**src/rtl/histogram_readout.sv**
```systemverilog
// Streams every histogram bin as (bin, count) beats once accumulation is done.
// Tracks the peak bin and the running total, and freezes upstream writes while it scans.
module histogram_readout #(
    parameter int NUM_BINS = 128,
    parameter int SIZE     = 7,
    parameter int RD_LAT   = 2,
    localparam int BIN_W   = $clog2(NUM_BINS)
) (
    input  logic                  clk_50,
    input  logic                  RST,
    input  logic                  start,
    output logic                  hist_hold,
    output logic [BIN_W-1:0]      rd_addr,
    input  logic [SIZE-1:0]       rd_data,
    output logic                  out_valid,
    input  logic                  out_ready,
    output logic [BIN_W-1:0]      out_bin,
    output logic [SIZE-1:0]       out_count,
    output logic                  out_last,
    output logic                  busy,
    output logic                  done,
    output logic [BIN_W-1:0]      peak_bin,
    output logic [SIZE-1:0]       peak_count,
    output logic [SIZE+BIN_W-1:0] total
);

    localparam int TOT_W = SIZE + BIN_W;
    localparam logic [BIN_W-1:0] LAST_BIN = BIN_W'(NUM_BINS - 1);
    localparam logic [BIN_W-1:0] ONE_BIN  = BIN_W'(1);

    typedef enum logic [1:0] {S_IDLE, S_SCAN, S_DRAIN} state_t;

    state_t             r_state;
    logic [BIN_W-1:0]   r_ptr;
    logic [BIN_W-1:0]   r_rd_addr;
    logic [RD_LAT-1:0]  r_tag_vld;
    logic [BIN_W-1:0]   r_tag_bin [RD_LAT];
    logic [BIN_W-1:0]   r_fifo_bin [4];
    logic [SIZE-1:0]    r_fifo_cnt [4];
    logic [1:0]         r_wptr;
    logic [1:0]         r_rptr;
    logic [2:0]         r_fcnt;
    logic               r_hold;
    logic               r_done;
    logic [BIN_W-1:0]   r_peak_bin;
    logic [SIZE-1:0]    r_peak_count;
    logic [TOT_W-1:0]   r_total;

    logic [2:0]         w_in_flight;
    logic [BIN_W-1:0]   w_issue_bin;
    logic               w_issue;
    logic               w_wr;
    logic [BIN_W-1:0]   w_wr_bin;
    logic               w_out_valid;
    logic               w_pop;
    logic [BIN_W-1:0]   w_head_bin;
    logic               w_head_last;

    // Reads in flight plus buffered beats never exceed the 4 FIFO slots.
    always_comb begin
        w_in_flight = 3'd0;
        for (int i = 0; i < RD_LAT; i++) begin
            w_in_flight = w_in_flight + {2'b00, r_tag_vld[i]};
        end
    end

    assign w_issue_bin = (r_state == S_IDLE) ? '0 : r_ptr;
    assign w_issue     = (r_state == S_IDLE) ? start :
                         ((r_state == S_SCAN) && (({1'b0, r_fcnt} + {1'b0, w_in_flight}) < 4'd4));
    assign w_wr        = r_tag_vld[RD_LAT-1];
    assign w_wr_bin    = r_tag_bin[RD_LAT-1];
    assign w_out_valid = (r_fcnt != 3'd0);
    assign w_pop       = w_out_valid && out_ready;
    assign w_head_bin  = r_fifo_bin[r_rptr];
    assign w_head_last = (w_head_bin == LAST_BIN);

    always_ff @(posedge clk_50) begin
        if (w_wr) begin
            r_fifo_bin[r_wptr] <= w_wr_bin;
            r_fifo_cnt[r_wptr] <= rd_data;
        end
    end

    always_ff @(posedge clk_50) begin
        if (RST) begin
            r_state      <= S_IDLE;
            r_ptr        <= '0;
            r_rd_addr    <= '0;
            r_tag_vld    <= '0;
            for (int i = 0; i < RD_LAT; i++) begin
                r_tag_bin[i] <= '0;
            end
            r_wptr       <= 2'd0;
            r_rptr       <= 2'd0;
            r_fcnt       <= 3'd0;
            r_hold       <= 1'b0;
            r_done       <= 1'b0;
            r_peak_bin   <= '0;
            r_peak_count <= '0;
            r_total      <= '0;
        end else begin
            r_tag_vld[0] <= w_issue;
            r_tag_bin[0] <= w_issue_bin;
            for (int i = 1; i < RD_LAT; i++) begin
                r_tag_vld[i] <= r_tag_vld[i-1];
                r_tag_bin[i] <= r_tag_bin[i-1];
            end
            if (w_issue) begin
                r_rd_addr <= w_issue_bin;
                r_ptr     <= w_issue_bin + ONE_BIN;
            end
            // Strict compare keeps the lowest bin on ties.
            if (w_wr) begin
                r_wptr  <= r_wptr + 2'd1;
                r_total <= r_total + {{BIN_W{1'b0}}, rd_data};
                if (rd_data > r_peak_count) begin
                    r_peak_count <= rd_data;
                    r_peak_bin   <= w_wr_bin;
                end
            end
            if (w_pop) begin
                r_rptr <= r_rptr + 2'd1;
            end
            r_fcnt <= r_fcnt + {2'b00, w_wr} - {2'b00, w_pop};
            r_done <= 1'b0;
            if (r_done) begin
                r_hold <= 1'b0;
            end
            case (r_state)
                S_IDLE: begin
                    if (start) begin
                        r_state      <= (w_issue_bin == LAST_BIN) ? S_DRAIN : S_SCAN;
                        r_hold       <= 1'b1;
                        r_peak_bin   <= '0;
                        r_peak_count <= '0;
                        r_total      <= '0;
                    end
                end
                S_SCAN: begin
                    if (w_issue && (w_issue_bin == LAST_BIN)) begin
                        r_state <= S_DRAIN;
                    end
                end
                S_DRAIN: begin
                    if (w_pop && w_head_last) begin
                        r_state <= S_IDLE;
                        r_done  <= 1'b1;
                    end
                end
                default: r_state <= S_IDLE;
            endcase
        end
    end

    a_no_fifo_overflow: assert property (@(posedge clk_50) disable iff (RST)
        !(w_wr && !w_pop && (r_fcnt == 3'd4)));

    assign hist_hold  = r_hold;
    assign rd_addr    = r_rd_addr;
    assign out_valid  = w_out_valid;
    assign out_bin    = w_out_valid ? w_head_bin : '0;
    assign out_count  = w_out_valid ? r_fifo_cnt[r_rptr] : '0;
    assign out_last   = w_out_valid && w_head_last;
    assign busy       = (r_state != S_IDLE);
    assign done       = r_done;
    assign peak_bin   = r_peak_bin;
    assign peak_count = r_peak_count;
    assign total      = r_total;

endmodule

```
**config.mk**
```make
export PLATFORM = sky130hd
export DESIGN_NAME = histogram_readout
export DESIGN_NICKNAME = d
export VERILOG_FILES = /design/src/rtl/histogram_readout.sv
export SDC_FILE = /design/constraint.sdc
export NUM_CORES = 1
export LEC_CHECK = 0
export BUFFER_PORTS_ARGS = -buffer_cell sky130_fd_sc_hd__buf_4
export CORE_UTILIZATION = 50
export DETAILED_ROUTE_END_ITERATION = 16
export PLACE_DENSITY = 0.69
export SYNTH_ARGS = -nofsm -noshare
export SYNTH_HDL_FRONTEND = slang
export SYNTH_SLANG_ARGS = --single-unit
```
**constraint.sdc**
```tcl
create_clock -name clk_50 -period 3.9 [get_ports clk_50]
set_input_delay 0.195 -clock clk_50 [delete_from_list [all_inputs] [get_ports clk_50]]
set_output_delay 0.195 -clock clk_50 [all_outputs]
set_load 0.01 [all_outputs]
```
==> flow_summary_export.csv, run 1 <==
group,metric,value,unit
status,run_status,"finished, final reports clean",
sta,relSlewSlack,0.331,
pwr,vdd_drop_max,0.000328,V
logic_synthesis,ys.flop_type,"dfxtp_1",
cells_and_area,finalNetCount,575,
cells_and_area,drive_above_1_share,0.194,
clock_tree,cts.sinks,127,
setup_path,slowest_delay,0.84,ns
floorplanning,dieArea,11600,um^2
cells_and_area,syn_to_final_growth,21.9,%
route,routedWlPerCell,15.1,um
floorplanning,die_h,107,um
min_path,min_path_type,"input port to flip-flop",
setup_path,cp_num_buf_inv,1,
clock_tree,post_cts_resized,0,
sta,drv_slew,0,
placed_design,hpwl,7.26,mm
setup_path,crit_path_start_kind,"flip-flop",
floorplanning,pin_count,65,
pwr,power,0.00370,W
logic_synthesis,synth_edf_count,56,
sta,max_clock_freq,385,MHz
clock_tree,cts_tree,"done",
logic_synthesis,async_reset_ff_frac,0,
cells_and_area,diodes,0,
placed_design,port-buffer-count,64,
clock_tree,clk_latency,0.51,ns
logic_synthesis,syn_avg_cell_area,12.0,um^2
placed_design,gp_congestion,0.794,
setup_path,cp_top_family,"flip-flops",
sta,min_period,2.60,ns
job,drv_cap,0,
pwr,p_leak,2.61,nW
setup_path,end_kind,"primary output",
sta,hold_viol,0,
floorplanning,core-area,10800,um^2
sta,final-setup-viol-count,0,
logic_synthesis,syn-cell-area,5560,um^2
logic_synthesis,syn_nets,501,
clock_tree,numCtsBuffers,17,
setup_path,worstPathMaxFanout,14,
floorplanning,row_count,38,
floorplanning,initial_utilization,0.513,
global_route,grt_pass1_vias,3616,
route,drt_wl_total,10.5,mm
floorplanning,die_w,107,um
route,drcViolationCount,0,
setup_path,required,3.70,ns
global_route,grt_pass1_wl,17.4,mm
route,drt_iter0_markers,152,
route,via_per_inst,5.29,
sta,tightest_slew,1.00,ns
clock_tree,cts.clk_slew.worst_paths,0.05,ns
sta,clock_skew,0.00771,ns
route,vias,3664,
setup_path,cp_data_arrival_time,2.40,ns
setup_path,crit_chain,"mux4_1, nand4_2, nor2_2, buf_4",
global_route,grt_overflow_total,0,
pwr,power_density,546,nW/um^2
global_route,antenna_found_initial,0,
logic_synthesis,yosysSeqAreaShare,0.558,
sta,rsz0062_at_grt,"false",
logic_synthesis,postSynthCellCount,465,
sta,setup_tns,0,ns
global_route,grt_usage,0.200,
logic_synthesis,synth-seq-cells,127,
route,drtAntennaViolNets,0,
global_route,grt_max_degree,39,
clock_tree,cts_root_buf,"clkbuf_8",
route,dr.pass1.iters,4,
clock_tree,h-tree-depth,4,
logic_synthesis,ys_types,56,
logic_synthesis,yosysWarnings,0,
sta,fin_crit_sh,0.666,
setup_path,crit_type,"flip-flop to primary output",
clock_tree,clockBufferDepth,2,
setup_path,crit_path_top_delay_cell,"dfxtp_1",
sta,worst_hold_slack,0.0541,ns
## sequential cells by signal, summed over array words and instances, names as in the netlist, 2 cells and up, named ones only
signal,flops
peak_bin,7
r_fifo_bin,28
r_wptr,2
r_fifo_cnt,28
r_tag_vld,2
rd_addr,7
r_ptr,7
total,14
r_state,2
r_fcnt,3
peak_count,7
r_rptr,2
r_tag_bin,14
## placed cells by master (no fill, tap or decap), types with 4 or more instances in the layout
cell type / n
o21ai_0: 14
clkbuf_1: 6
nor4_1: 4
nor2_1: 30
dlygate4sd3_1: 8
nor3_1: 4
bufinv_16: 4
nand2_1: 58
xnor2_1: 6
mux4_1: 11
buf_4: 67
and2_1: 23
or3_1: 4
clkbuf_16: 16
xor2_1: 4
a211oi_1: 6
dfxtp_1: 71
nand3_1: 5
nor2b_1: 14
a21oi_1: 12
inv_1: 22
edfxtp_1: 56
nand3b_1: 4
o211ai_1: 5
mux2i_1: 21
ha_1: 23
## layout make-up
cell class	instances	area (um^2)
timing repair buffer	75	583
clock buffer	23	437
inverter	22	82.6
clock inverter	9	143
fill	886	4060
multi-input combinational	296	2260
tap	140	175
sequential	127	3100
## kinds of logic (layout without fill, tap and decap cells)
logic type,count (synthesis),count (layout),share of synthesized area
compound gates,58,58,0.0715
xor+xnor,10,10,0.0157
fa+ha+maj,25,25,0.0589
buf+inv,42,129,0.0367
flops,127,127,0.558
mux,38,38,0.108
simple gates,165,165,0.152
## worst register-to-register path: stages (launching register included)
cell and delay [ns]:
dfxtp_1 0.34, or3_1 0.57, and2_1 0.29, ha_1 0.28, inv_1 0.04, ha_1 0.18, fa_1 0.38, xor2_1 0.18
nor2_1 0.06
## routing by layer
layer / GRT usage / up-vias / part of all wire
li1: - / 1826 / -
met1: 0.247 / 1745 / 0.46
met2: 0.329 / 83 / 0.49
met3: 0.0539 / 10 / 0.044
met4: 0.0841 / 0 / 0.012
met5: 0 / - / 0
## per-stage QoR
| step | std cells | util | setup WS, ns | instance area [um^2] |
|---|---|---|---|---|
| final | 692 | 0.626 | 1.30 | 6780 |
| after global routing | 692 | 0.626 | 1.13 | 6780 |
| after floorplan | 465 | - | 1.76 | 5560 |
| after detailed placement | 652 | 0.565 | 1.48 | 6120 |
| after CTS | 692 | 0.626 | 1.21 | 6780 |
| after global placement | 652 | 0.565 | 1.52 | 6120 |
## cell usage after synthesis (all sizes together), types with 2 or more instances
cell type	instances	area, um^2
o211ai	5	37.5
nand3b	4	30.0
a21o	3	22.5
nor4b	2	17.5
nor2b	14	87.6
nand3	5	25.0
clkbuf	5	18.8
fa	2	40.0
a211oi	8	77.6
nand2b	2	12.5
xor2	4	35.0
mux4	14	357
buf	15	103
and2	24	151
nand2	58	218
o21a	3	22.5
a21oi	14	73.8
edfxtp	56	1680
ha	23	288
dfxtp	71	1420
inv	22	82.6
mux2i	21	210
xnor2	6	52.6
nor2	31	119
nor4	4	25.0
mux2	3	33.8
a211o	2	17.5
nand4	4	37.5
nand4b	2	17.5
o21ai	14	70.1
nor3	4	20.0
or3	4	25.0
o31ai	2	15.0
and4	3	26.3
## power by group
part	internal, W	switching, W
Clock	0.00103	0.000509
Combinational	0.000341	0.000313
Sequential	0.00144	0.0000724
## path summary, 6_finish.rpt
path,slack (ns),endpoint,from,cells past startpoint
worst min register to register,0.44,r_tag_bin[0][11],r_tag_bin[0][4],1
worst min-delay path,0.05,r_ptr[2],start,3
worst max-delay path,1.30,out_last,flip-flop,4
worst max register to register,1.46,r_fcnt[2],r_fcnt[1],8
## repair_timing
action,in CTS,in global routing
hold buffers,8,0
setup buffers,0,0
endpoints found under the setup margin,0,0
endpoints found under the hold margin,37,0
(Power assumes the default switching activity.)
==> run 2: changes to the inputs <==
==> constraint.sdc (replaced) <==
create_clock -name clk_50 -period 2.62 [get_ports clk_50]
set_input_delay 0.131 -clock clk_50 [delete_from_list [all_inputs] [get_ports clk_50]]
set_output_delay 0.131 -clock clk_50 [all_outputs]
set_load 0.01 [all_outputs]
==> flow_summary_export.csv, run 2 (synthesized netlist as in run 1, its figures left out) <==
group,metric,value,unit
route,wl_met3,542,um
clock_tree,cts.clk_slew.worst_paths,0.06,ns
cells_and_area,reg_top3,"r_fifo_bin (28), r_fifo_cnt (28)",
job,drv_cap,0,
sta,tightest_slew,0.821,ns
sta,drv_slew,0,
floorplanning,pin_count,65,
placed_design,gp_congestion,0.832,
setup_path,end_kind,"primary output",
cells_and_area,fillers,864,
pwr,vdd_drop_max,0.000461,V
cells_and_area,syn_to_final_growth,23.0,%
sta,fin_ws,0.187,ns
global_route,grt_max_degree,39,
sta,rsz0062_at_grt,"false",
floorplanning,row_count,38,
sta,fin_crit_sh,0.928,
clock_tree,post_cts_resized,0,
clock_tree,cts_root_buf,"clkbuf_8",
setup_path,required,2.49,ns
placed_design,placed_cell_area,6160,um^2
setup_path,crit_path_start_kind,"flip-flop",
global_route,grt_usage,0.202,
floorplanning,initial_utilization,0.513,
global_route,antenna_found_initial,0,
status,run_status,"finished, final reports clean",
cells_and_area,drive_above_1_share,0.211,
floorplanning,die_w,107,um
pwr,power,0.00557,W
clock_tree,hold_buffers,9,
setup_path,cp_data_arrival_time,2.30,ns
clock_tree,numCtsBuffers,17,
pwr,power_density,814,nW/um^2
global_route,grt_pass1_vias,3684,
sta,min_period,2.43,ns
route,wl_met1,5.02,mm
clock_tree,postCtsSetupBuffers,0,
floorplanning,die_h,107,um
sta,setup_tns,0,ns
clock_tree,clk_latency,0.50,ns
route,dr.pass1.iters,4,
pwr,p_leak,2.63,nW
sta,hold_viol,0,
clock_tree,cts.sinks,127,
placed_design,pre_cts_ws,0.412,ns
route,routedWlPerCell,15.6,um
cells_and_area,finalInstanceArea,6840,um^2
clock_tree,h-tree-depth,4,
cells_and_area,final_cell_mix,"72 x buf_4, 71 x dfxtp_1, 58 x nand2_1, 56 x edfxtp_1, 30 x nor2_1",
sta,max_clock_freq,411,MHz
route,drtAntennaViolNets,0,
floorplanning,core-area,10800,um^2
sta,clock_skew,0.0136,ns
floorplanning,dieArea,11600,um^2
sta,final-setup-viol-count,0,
route,via_per_inst,5.30,
route,drcViolationCount,0,
setup_path,worstPathMaxFanout,8,
setup_path,crit_type,"flip-flop to primary output",
route,drt_iter0_markers,186,
cells_and_area,final_common_cell,"buf_4",
global_route,grt_pass1_wl,17.8,mm
route,top_layer_used,"met4",
clock_tree,clockBufferDepth,2,
route,drt_wl_total,10.9,mm
cells_and_area,finalNetCount,581,
route,route.met2.wl,5.26,mm
placed_design,hpwl,7.35,mm
min_path,min_path_type,"input port to flip-flop",
sta,relSlewSlack,0.450,
global_route,grt_overflow_total,0,
clock_tree,cts_tree,"done",
placed_design,port-buffer-count,64,
route,vias,3698,
cells_and_area,layout.core_utilization,0.631,
cells_and_area,diodes,0,
==> run 2: cell types whose count changed in the layout (fill, tap and decap cells not counted), moves of 2 or more <==
cell / previous run / this run
buf_4: 67 / 72
clkbuf_1: 6 / 2
clkinv_1: 2 / 0
clkinv_4: 0 / 6
clkinvlp_4: 0 / 2
==> run 2: where the power goes <==
group          switching, W  total [W]  internal (W)
clock              0.000840    0.00229       0.00145
sequential        0.0000908    0.00223       0.00214
combinational      0.000510    0.00105      0.000537
==> run 2: through the flow <==
| step | std cells | hold slack, ns |
|---|---|---|
| 3_5_place_dp | 657 | 0.389 |
| 6_report | 698 | 0.0329 |
| 5_1_grt | 698 | 0.0481 |
| 4_1_cts | 698 | 0.0233 |
| 2_1_floorplan | 465 | 0.230 |
| 3_3_place_gp | 657 | 0.382 |
==> run 2: critical path, stage by stage, from the launching register on <==
cell	delay, ns
dfxtp_1	0.63
buf_4	0.28
mux4_1	0.56
and2_1	0.18
buf_4	0.14
==> run 2: metal layers <==
layer | track usage | up-vias
li1 | - | 1831
met1 | 0.271 | 1759
met2 | 0.325 | 99
met3 | 0.0442 | 9
met4 | 0.0695 | 0
met5 | 0 | -
==> run 2: final timing paths <==
check / startpoint / endpoint / slack [ns] / cells past startpoint
setup / recovery: flip-flop / out_count[2] / 0.19 / 4
hold / removal: RST / r_ptr[1] / 0.03 / 2
setup reg to reg: r_fcnt[2] / r_ptr[4] / 0.36 / 6
hold reg to reg: r_tag_bin[0][5] / r_tag_bin[0][12] / 0.42 / 1
==> run 2: final cells by class <==
| type | count | area [um^2] | area share |
|---|---|---|---|
| inverter | 22 | 82.6 | 0.0121 |
| clock inverter | 13 | 168 | 0.0245 |
| tap | 140 | 175 | 0.0256 |
| multi-input combinational | 296 | 2260 | 0.330 |
| sequential | 127 | 3100 | 0.454 |
| timing repair buffer | 81 | 631 | 0.0922 |
| clock buffer | 19 | 422 | 0.0616 |
==> run 3: changes to the inputs <==
--- a/config.mk
+++ b/config.mk
@@ -6,6 +6,7 @@
 export NUM_CORES = 1
 export LEC_CHECK = 0
 export BUFFER_PORTS_ARGS = -buffer_cell sky130_fd_sc_hd__buf_4
+export CORE_MARGIN = 1.5
 export CORE_UTILIZATION = 50
 export DETAILED_ROUTE_END_ITERATION = 16
 export PLACE_DENSITY = 0.69
==> flow_summary_export.csv, run 3 (synthesized netlist as in run 1, its figures left out) <==
group,metric,value,unit
setup_path,cp_top_family,"multiplexers",
setup_path,cp_data_arrival_time,2.33,ns
placed_design,port-buffer-count,64,
clock_tree,cts.clk_slew.worst_paths,0.06,ns
global_route,grt_util_met2,0.330,
floorplanning,pin_count,65,
floorplanning,dieArea,11800,um^2
clock_tree,clockBufferDepth,2,
global_route,grt_pass1_wl,17.7,mm
route,drt_iter0_markers,149,
sta,fin_crit_sh,0.939,
placed_design,hpwl,7.52,mm
global_route,antenna_found_initial,0,
floorplanning,die_h,108,um
cells_and_area,diodes,0,
setup_path,required,2.49,ns
global_route,met3_usage,0.0482,
sta,drv_slew,0,
global_route,grt-busiest-layer,"met2",
setup_path,crit_path_start_kind,"flip-flop",
status,run_status,"finished, final reports clean",
cells_and_area,instances_no_fill,702,
route,dr.pass1.iters,4,
pwr,p_leak,2.66,nW
cells_and_area,syn_to_final_growth,23.3,%
floorplanning,initial_utilization,0.513,
route,drt_wl_total,10.8,mm
placed_design,placed_cell_area,6180,um^2
floorplanning,row_count,38,
min_path,min_path_type,"input port to flip-flop",
floorplanning,die_w,108,um
sta,setup_tns,0,ns
setup_path,crit_path_frequent_cell,"buf_4",
sta,rsz0062_at_grt,"false",
sta,final-setup-viol-count,0,
clock_tree,clk_latency,0.53,ns
route,via_per_inst,5.29,
cells_and_area,finalInstanceArea,6860,um^2
pwr,vdd_drop_max,0.000470,V
setup_path,cp_num_buf_inv,3,
clock_tree,numCtsBuffers,17,
setup_path,crit_type,"flip-flop to primary output",
setup_path,end_kind,"primary output",
global_route,grtUsageMet1,0.251,
placed_design,dpl.cell_count,660,
sta,tightest_slew,0.844,ns
global_route,grt_pass1_vias,3607,
floorplanning,core-area,10800,um^2
sta,clock_skew,0.00902,ns
sta,min_period,2.46,ns
global_route,grt_max_degree,39,
placed_design,gp_congestion,0.820,
cells_and_area,reg_top3,"r_fifo_bin (28), r_fifo_cnt (28)",
pwr,power,0.00549,W
cells_and_area,fillers,855,
clock_tree,cts.sinks,127,
clock_tree,postCtsSetupBuffers,0,
global_route,grt_overflow_total,0,
route,routedWlPerCell,15.4,um
sta,max_clock_freq,406,MHz
global_route,grt_usage,0.200,
setup_path,crit_chain,"buf_4, buf_4, mux4_1, and2_1, buf_4",
job,drv_cap,0,
sta,relSlewSlack,0.435,
setup_path,worstPathMaxFanout,6,
clock_tree,h-tree-depth,4,
setup_path,crit_path_top_delay_cell,"mux4_1",
pwr,power_density,801,nW/um^2
clock_tree,cts_tree,"done",
clock_tree,cts_root_buf,"clkbuf_8",
sta,hold_viol,0,
cells_and_area,final_cell_mix,"75 x buf_4, 71 x dfxtp_1, 58 x nand2_1, 56 x edfxtp_1, 30 x nor2_1",
route,drtAntennaViolNets,0,
cells_and_area,final_common_cell,"buf_4",
cells_and_area,finalNetCount,585,
route,drcViolationCount,0,
setup_path,slowest_delay,0.58,ns
route,vias,3711,
cells_and_area,drive_above_1_share,0.219,
-- run 3: path summary, 6_finish.rpt --
check / start / endpoint / slack [ns] / cells after the start
worst max-delay path: flip-flop / out_count[5] / 0.16 / 5
worst max register to register: r_tag_vld[0] / r_ptr[4] / 0.34 / 6
worst min-delay path: rd_data[0] / r_fifo_cnt[0][0] / 0.39 / 2
worst min register to register: r_tag_bin[0][6] / r_tag_bin[0][13] / 0.43 / 1
-- run 3: where the power goes --
group,leakage [nW],switching (W),internal (W),total (W)
Clock,0.286,0.000863,0.00136,0.00223
Sequential,1.10,0.0000734,0.00214,0.00221
Combinational,1.27,0.000505,0.000550,0.00105
Total,2.66,0.00144,0.00405,0.00549
-- run 3: area by class of cell --
cell class / count / area, um^2 / area share
Sequential cell: 127 / 3100 / 0.452
Multi-Input combinational cell: 296 / 2260 / 0.330
Timing Repair Buffer: 85 / 663 / 0.0967
Clock buffer: 20 / 467 / 0.0681
Tap cell: 140 / 175 / 0.0255
Clock inverter: 12 / 106 / 0.0155
Inverter: 22 / 82.6 / 0.0120
-- run 3: timing repair --
action / CTS / global route
endpoints found under the setup margin: 0 / 0
resized for setup: 0 / 0
endpoints found under the hold margin: 49 / 0
hold buffers: 10 / 0
-- run 3: worst reg2reg max path: cells and delay by family (launching register included) --
| kind | cells | cell delay, ns |
|---|---|---|
| AO/OA/AOI/OAI | 4 | 0.87 |
| adder cells (fa/ha/maj) | 1 | 0.31 |
| flip-flops | 1 | 0.31 |
| AND/OR/NAND/NOR | 1 | 0.68 |
-- run 3: stage by stage --
stage | setup WS, ns | hold WS, ns | utilization
6_report | 0.159 | 0.395 | 0.633
5_1_grt | 0.0733 | 0.395 | 0.633
4_1_cts | 0.107 | 0.376 | 0.633
3_5_place_dp | 0.380 | 0.384 | 0.571
3_3_place_gp | 0.432 | 0.380 | 0.571
2_1_floorplan | 0.476 | 0.230 | -
-- run 3: layer usage --
layer,share of wire,vias up
li1,-,1845
met1,0.45,1750
met2,0.49,95
met3,0.048,21
met4,0.019,0
met5,0,-
